[src/rtl/rgb_led_scheduler.sv]
`default_nettype none
// +--------------------------------------------------------------------------+
// | Module      : rgb_led_scheduler                                          |
// | Description : Priority scheduler that grants one of N_REQ status         |
// |               requesters the RGB LEDs for a minimum hold time, with      |
// |               preemption, blink modes, global PWM dimming and an idle    |
// |               green heartbeat.                                           |
// | Revision    : 1.0 - initial release                                      |
// +--------------------------------------------------------------------------+
module rgb_led_scheduler #(
   parameter int          LED_NUM     = 1,
   parameter int          N_REQ       = 4,
   parameter int unsigned HOLD_CYCLES = 2**24,
   parameter int          SLOW_BIT    = 26,
   parameter int          FAST_BIT    = 23
) (
   input  logic                 extra_clk,
   input  logic                 rst,
   input  logic [N_REQ-1:0]     req,
   input  logic [3*N_REQ-1:0]   req_color,
   input  logic [2*N_REQ-1:0]   req_mode,
   input  logic [7:0]           brightness,
   output logic [N_REQ-1:0]     owner,
   output logic                 active,
   output logic [LED_NUM-1:0]   led_r,
   output logic [LED_NUM-1:0]   led_g,
   output logic [LED_NUM-1:0]   led_b
);

   localparam logic [0:0]  c_ST_IDLE     = 1'b0;
   localparam logic [0:0]  c_ST_HOLD     = 1'b1;
   localparam logic [31:0] c_HOLD_RELOAD = 32'(HOLD_CYCLES - 32'd1);

   logic [0:0]         state_q, state_d;
   logic [31:0]        cnt_q, cnt_d;
   logic [31:0]        hold_q, hold_d;
   logic [2:0]         color_q, color_d;
   logic [1:0]         mode_q, mode_d;
   logic [N_REQ-1:0]   owner_q, owner_d;
   logic               active_q, active_d;
   logic [LED_NUM-1:0] led_r_q, led_r_d;
   logic [LED_NUM-1:0] led_g_q, led_g_d;
   logic [LED_NUM-1:0] led_b_q, led_b_d;

   logic [N_REQ-1:0]   w_grant_oh;
   logic [N_REQ-1:0]   w_higher_req;
   logic [2:0]         w_sel_color;
   logic [1:0]         w_sel_mode;
   logic               w_pwm_on;
   logic               w_mode_on;
   logic [2:0]         w_rgb;

   // Lowest asserted request wins; bits below the one-hot owner are the strictly higher priorities
   assign w_grant_oh   = req & (~req + 1'b1);
   assign w_higher_req = req & (owner_q - 1'b1);

   // State register: every flop, with reset clearing any grant in progress
   always_ff @(posedge extra_clk) begin
      if (rst) begin
         state_q  <= c_ST_IDLE;
         cnt_q    <= '0;
         hold_q   <= '0;
         color_q  <= '0;
         mode_q   <= '0;
         owner_q  <= '0;
         active_q <= 1'b0;
         led_r_q  <= '0;
         led_g_q  <= '0;
         led_b_q  <= '0;
      end else begin
         state_q  <= state_d;
         cnt_q    <= cnt_d;
         hold_q   <= hold_d;
         color_q  <= color_d;
         mode_q   <= mode_d;
         owner_q  <= owner_d;
         active_q <= active_d;
         led_r_q  <= led_r_d;
         led_g_q  <= led_g_d;
         led_b_q  <= led_b_d;
      end
   end

   // Next state: arbitration, preemption, hold countdown and color/mode latching
   always_comb begin
      cnt_d       = cnt_q + 32'd1;
      state_d     = state_q;
      hold_d      = hold_q;
      owner_d     = owner_q;
      color_d     = color_q;
      mode_d      = mode_q;
      w_sel_color = '0;
      w_sel_mode  = '0;

      case (state_q)
         c_ST_IDLE: begin
            if (|req) begin
               state_d = c_ST_HOLD;
               owner_d = w_grant_oh;
               hold_d  = c_HOLD_RELOAD;
            end
         end
         c_ST_HOLD: begin
            if (hold_q == 32'd0) begin
               if (|req) begin
                  owner_d = w_grant_oh;
                  hold_d  = c_HOLD_RELOAD;
               end else begin
                  state_d = c_ST_IDLE;
                  owner_d = '0;
               end
            end else if (|w_higher_req) begin
               owner_d = w_grant_oh;
               hold_d  = c_HOLD_RELOAD;
            end else begin
               hold_d = hold_q - 32'd1;
            end
         end
         default: begin
            state_d = c_ST_IDLE;
            owner_d = '0;
            hold_d  = '0;
         end
      endcase

      for (int i = 0; i < N_REQ; i++) begin
         if (owner_d[i]) begin
            w_sel_color = req_color[3*i +: 3];
            w_sel_mode  = req_mode[2*i +: 2];
         end
      end

      // A dropped owner keeps its last latched look; a fresh grant always has its req high
      if (state_d == c_ST_IDLE) begin
         color_d = '0;
         mode_d  = '0;
      end else if (|(req & owner_d)) begin
         color_d = w_sel_color;
         mode_d  = w_sel_mode;
      end
   end

   // Output values, built from next-state values so the registered LEDs match the live counter
   always_comb begin
      w_pwm_on = (cnt_d[7:0] < brightness);
      case (mode_d)
         2'b00:   w_mode_on = 1'b0;
         2'b01:   w_mode_on = 1'b1;
         2'b10:   w_mode_on = cnt_d[SLOW_BIT];
         default: w_mode_on = cnt_d[FAST_BIT];
      endcase
      if (state_d == c_ST_HOLD) begin
         w_rgb = color_d & {3{w_mode_on & w_pwm_on}};
      end else begin
         w_rgb = {1'b0, cnt_d[SLOW_BIT] & w_pwm_on, 1'b0};
      end
      active_d = (state_d == c_ST_HOLD);
      led_r_d  = {LED_NUM{w_rgb[2]}};
      led_g_d  = {LED_NUM{w_rgb[1]}};
      led_b_d  = {LED_NUM{w_rgb[0]}};
   end

   assign owner  = owner_q;
   assign active = active_q;
   assign led_r  = led_r_q;
   assign led_g  = led_g_q;
   assign led_b  = led_b_q;

endmodule
`default_nettype wire

[config.mk]
export PLATFORM = sky130hd
export DESIGN_NAME = rgb_led_scheduler
export DESIGN_NICKNAME = d
export VERILOG_FILES = /design/src/rtl/rgb_led_scheduler.sv
export SDC_FILE = /design/constraint.sdc
export NUM_CORES = 1
export LEC_CHECK = 0
export CORE_MARGIN = 2
export CORE_UTILIZATION = 40
export CTS_CLUSTER_DIAMETER = 80
export CTS_CLUSTER_SIZE = 24
export DETAILED_ROUTE_END_ITERATION = 6
export PLACE_DENSITY_LB_ADDON = 0.08
export SLEW_MARGIN = 20
export SYNTH_ARGS = -nofsm -noshare
export SYNTH_HDL_FRONTEND = slang
export SYNTH_SLANG_ARGS = --single-unit
[constraint.sdc]
create_clock -name extra_clk -period 7.5 [get_ports extra_clk]
set_input_delay 0.75 -clock extra_clk [delete_from_list [all_inputs] [get_ports extra_clk]]
set_output_delay 0.75 -clock extra_clk [all_outputs]
set_load 0.05 [all_outputs]
==> impl_metrics.json <==
{
  "cp_slowest_cell": "nand2_1",
  "synth_edf_count": 0,
  "final_layout_size_suffix_gt1_share_pct": 8.45,
  "async_flop_share_pct": 0,
  "initial_core_util_pct": 41.3,
  "final_common_cell": "dfxtp_1",
  "swShare_pct": 27.9,
  "clkPwrFrac_pct": 36.7,
  "p_int_uw": 613,
  "antenna_found_initial": 0,
  "cts_buffers": 9,
  "seq_power_share_pct": 49.1,
  "power.switching_uw": 238,
  "hold_start": "hold_q[17]$_SDFF_PP0_",
  "place_hpwl_mm": 6.08,
  "finalHoldViolations": 0,
  "worstPathArrival_ns": 4.87,
  "ir_drop_v": 0.000107,
  "ys.flop_type": "dfxtp_1",
  "setup_tns_ns": 0,
  "ys_ff_latch": 72,
  "die_w_microns": 102,
  "place_congestion": 0.856,
  "pwr-share-comb_pct": 14.2,
  "crit_fanout": 29,
  "min_path_cells": 1,
  "final_core_util_pct": 49.0,
  "drc_errors": 0,
  "ys_seq_area_share_pct": 37.8,
  "timing.final.ws_setup_ns": 2.89,
  "min_period_ns": 4.61,
  "wire_per_inst_microns": 13.7,
  "clock-root-buffer": "clkbuf_8",
  "period_share_pct": 61.5,
  "diodes": 0,
  "rsz0062_at_grt": "no",
  "area_growth_pct": 18.7,
  "end_kind": "flip-flop",
  "fin_nets": 549,
  "min_to": "hold_q[17]$_SDFF_PP0_",
  "place_ws_ns": 2.83,
  "first_global_vias": 3288,
  "ios": 42,
  "ant_nets": 0,
  "crit_chain": "or4_4, or4_4, or4_1, nand2_1, a32o_1, a211o_1, o21ai_0, nor2b_1, o21ai_1, nor4_2",
  "p_per_area_mw_per_mm2": 188,
  "worst_pin_slew_ns": 1.01,
  "path_clk_slew_ns": 0.08,
  "regToRegSetupSlack_ns": 2.89,
  "mostFrequentLayoutCells": "dfxtp_1 (72), nor2_1 (64), clkdlybuf4s50_1 (40)",
  "status": "finished, final reports clean",
  "cp_data_required_time_ns": 7.75,
  "dieArea_sq_mm": 0.0103,
  "synth_warnings": 0,
  "worst_path_most_repeated_cell": "or4_4",
  "worst_setup_path_start_kind": "flip-flop",
  "routed_wl_mm": 8.76,
  "cts_resized": 0,
  "maxCapViolCount": 0,
  "track_usage_pct": 18.0,
  "max_freq_mhz": 217,
  "postCtsSetupRepairBufs": 0,
  "vias_per_cell": 5.41,
  "die_y_microns": 102,
  "reg2reg_to": "led_b$_SDFF_PP0_",
  "drt_pass1_iterations": 4,
  "r2r_cells": 10,
  "netlist_area_sq_mm": 0.00382,
  "core_area_sq_mm": 0.00924,
  "crit_type": "reg2reg",
  "synth_cell_types": 61,
  "setup_violations": 0,
  "htreeDepth": 3,
  "syn_inst": 469,
  "cts_sinks": 72,
  "grt_first_pass_wirelength_mm": 15.1,
  "grt_max_degree": 57,
  "fin_skew_ns": 0.00831,
  "row_count": 35,
  "synth_fp_nets": 514,
  "postSynthAreaPerCell_sq_um": 8.14,
  "hp-class": "reg2reg",
  "cts_buffer_depth": 2,
  "holdBufCountCts": 0,
  "dr_total_vias": 3454,
  "clk_latency_ns": 0.34,
  "cts_tree": "done",
  "p_leak_uw": 0.00169,
  "slew_headroom_pct": 32.3,
  "drtIter0Drc": 207,
  "io_buffers": 41,
  "max_stage_delay_ns": 0.82,
  "grt-ovfl-total": 0,
  "rr_startpoint": "hold_q[14]$_SDFF_PP0_",
  "drv_slew": 0,
  "fillCellCount": 899
}
-- worst max-delay path, delay by kind of cell (launching register included) --
| kind | cells | cell delay, ns |
|---|---|---|
| flops | 1 | 0.38 |
| simple gates | 6 | 3.09 |
| compound gates | 4 | 1.04 |
-- metrics by stage --
stage / hold slack (ns) / total power, uW / instance area [sq um] / cells
after floorplan: 0.438 / 505 / 3820 / 469
after global placement: 0.465 / 547 / 4330 / 622
after detailed placement: 0.462 / 548 / 4330 / 622
after CTS: 0.477 / 863 / 4530 / 638
after global routing: 0.504 / 897 / 4530 / 638
final: 0.482 / 851 / 4530 / 638
-- how the worst max path moves through the flow --
stage	cells after the start	to	slack, ns	from
after floorplan	10	hold_q[27]$_SDFF_PP0_	3.86	hold_q[6]$_SDFF_PP0_
after global placement	10	led_b$_SDFF_PP0_	2.92	req[0]
after detailed placement	10	led_b$_SDFF_PP0_	2.83	req[0]
after CTS	10	led_b$_SDFF_PP0_	2.91	hold_q[14]$_SDFF_PP0_
after global routing	10	led_b$_SDFF_PP0_	2.52	hold_q[14]$_SDFF_PP0_
final	10	led_b$_SDFF_PP0_	2.89	hold_q[14]$_SDFF_PP0_
-- per-layer routing --
metal	share of wire [%]	vias to the layer above	routed length [microns]	track usage, %
li1	-	1780	-	-
met1	48	1597	4220	23.8
met2	47	68	4110	30.0
met3	3.6	9	316	3.31
met4	1.2	0	105	5.09
met5	0	-	0	0
-- layout make-up --
cell class / count / area (sq um) / area share, %
Sequential cell: 72 / 1440 / 31.8
Multi-Input combinational cell: 358 / 2220 / 49.1
Tap cell: 129 / 161 / 3.56
Inverter: 19 / 71.3 / 1.58
Clock buffer: 9 / 124 / 2.74
Timing Repair Buffer: 44 / 428 / 9.45
Clock inverter: 7 / 77.6 / 1.71
-- synthesized netlist by cell type, types with 9 or more instances --
master | number | area, sq um
dfxtp_1 | 72 | 1440
nor2_1 | 65 | 244
nand2_1 | 39 | 146
a21oi_1 | 35 | 175
o21ai_0 | 27 | 135
inv_1 | 19 | 71.3
xor2_1 | 17 | 149
clkbuf_1 | 13 | 48.8
nand3_1 | 12 | 60.1
ha_1 | 11 | 138
nor3_1 | 11 | 55.1
and2_1 | 10 | 62.6
a311oi_1 | 9 | 78.8
and3_1 | 9 | 56.3
-- logic make-up (layout without fill, tap and decap cells) --
| family | after synthesis | after routing | synth area share [%] |
|---|---|---|---|
| adders and majority gates | 11 | 11 | 3.61 |
| xor gates and xnor gates | 23 | 23 | 5.28 |
| buffers and inverters | 39 | 79 | 4.13 |
| AOI/OAI and AO/OA | 127 | 127 | 22.6 |
| and+or+nand+nor | 197 | 197 | 26.7 |
| DFF | 72 | 72 | 37.8 |
-- power by group through the flow --
stage | logic, uW | registers [uW] | clock network (uW)
6_report | 121 | 418 | 312
5_1_grt | 137 | 421 | 339
4_1_cts | 122 | 417 | 324
3_5_place_dp | 121 | 427 | 0
3_3_place_gp | 121 | 426 | 0
2_1_floorplan | 73.4 | 431 | 0
-- sequential cells by signal, indices dropped and copies added, names as in the netlist --
signal and count:
owner 4, led_b 1, led_g 1, color_q 3
led_r 1, hold_q 32, active 1, mode_q 2
cnt_q 27
No activity file was read; power rests on OpenSTA's default activity.
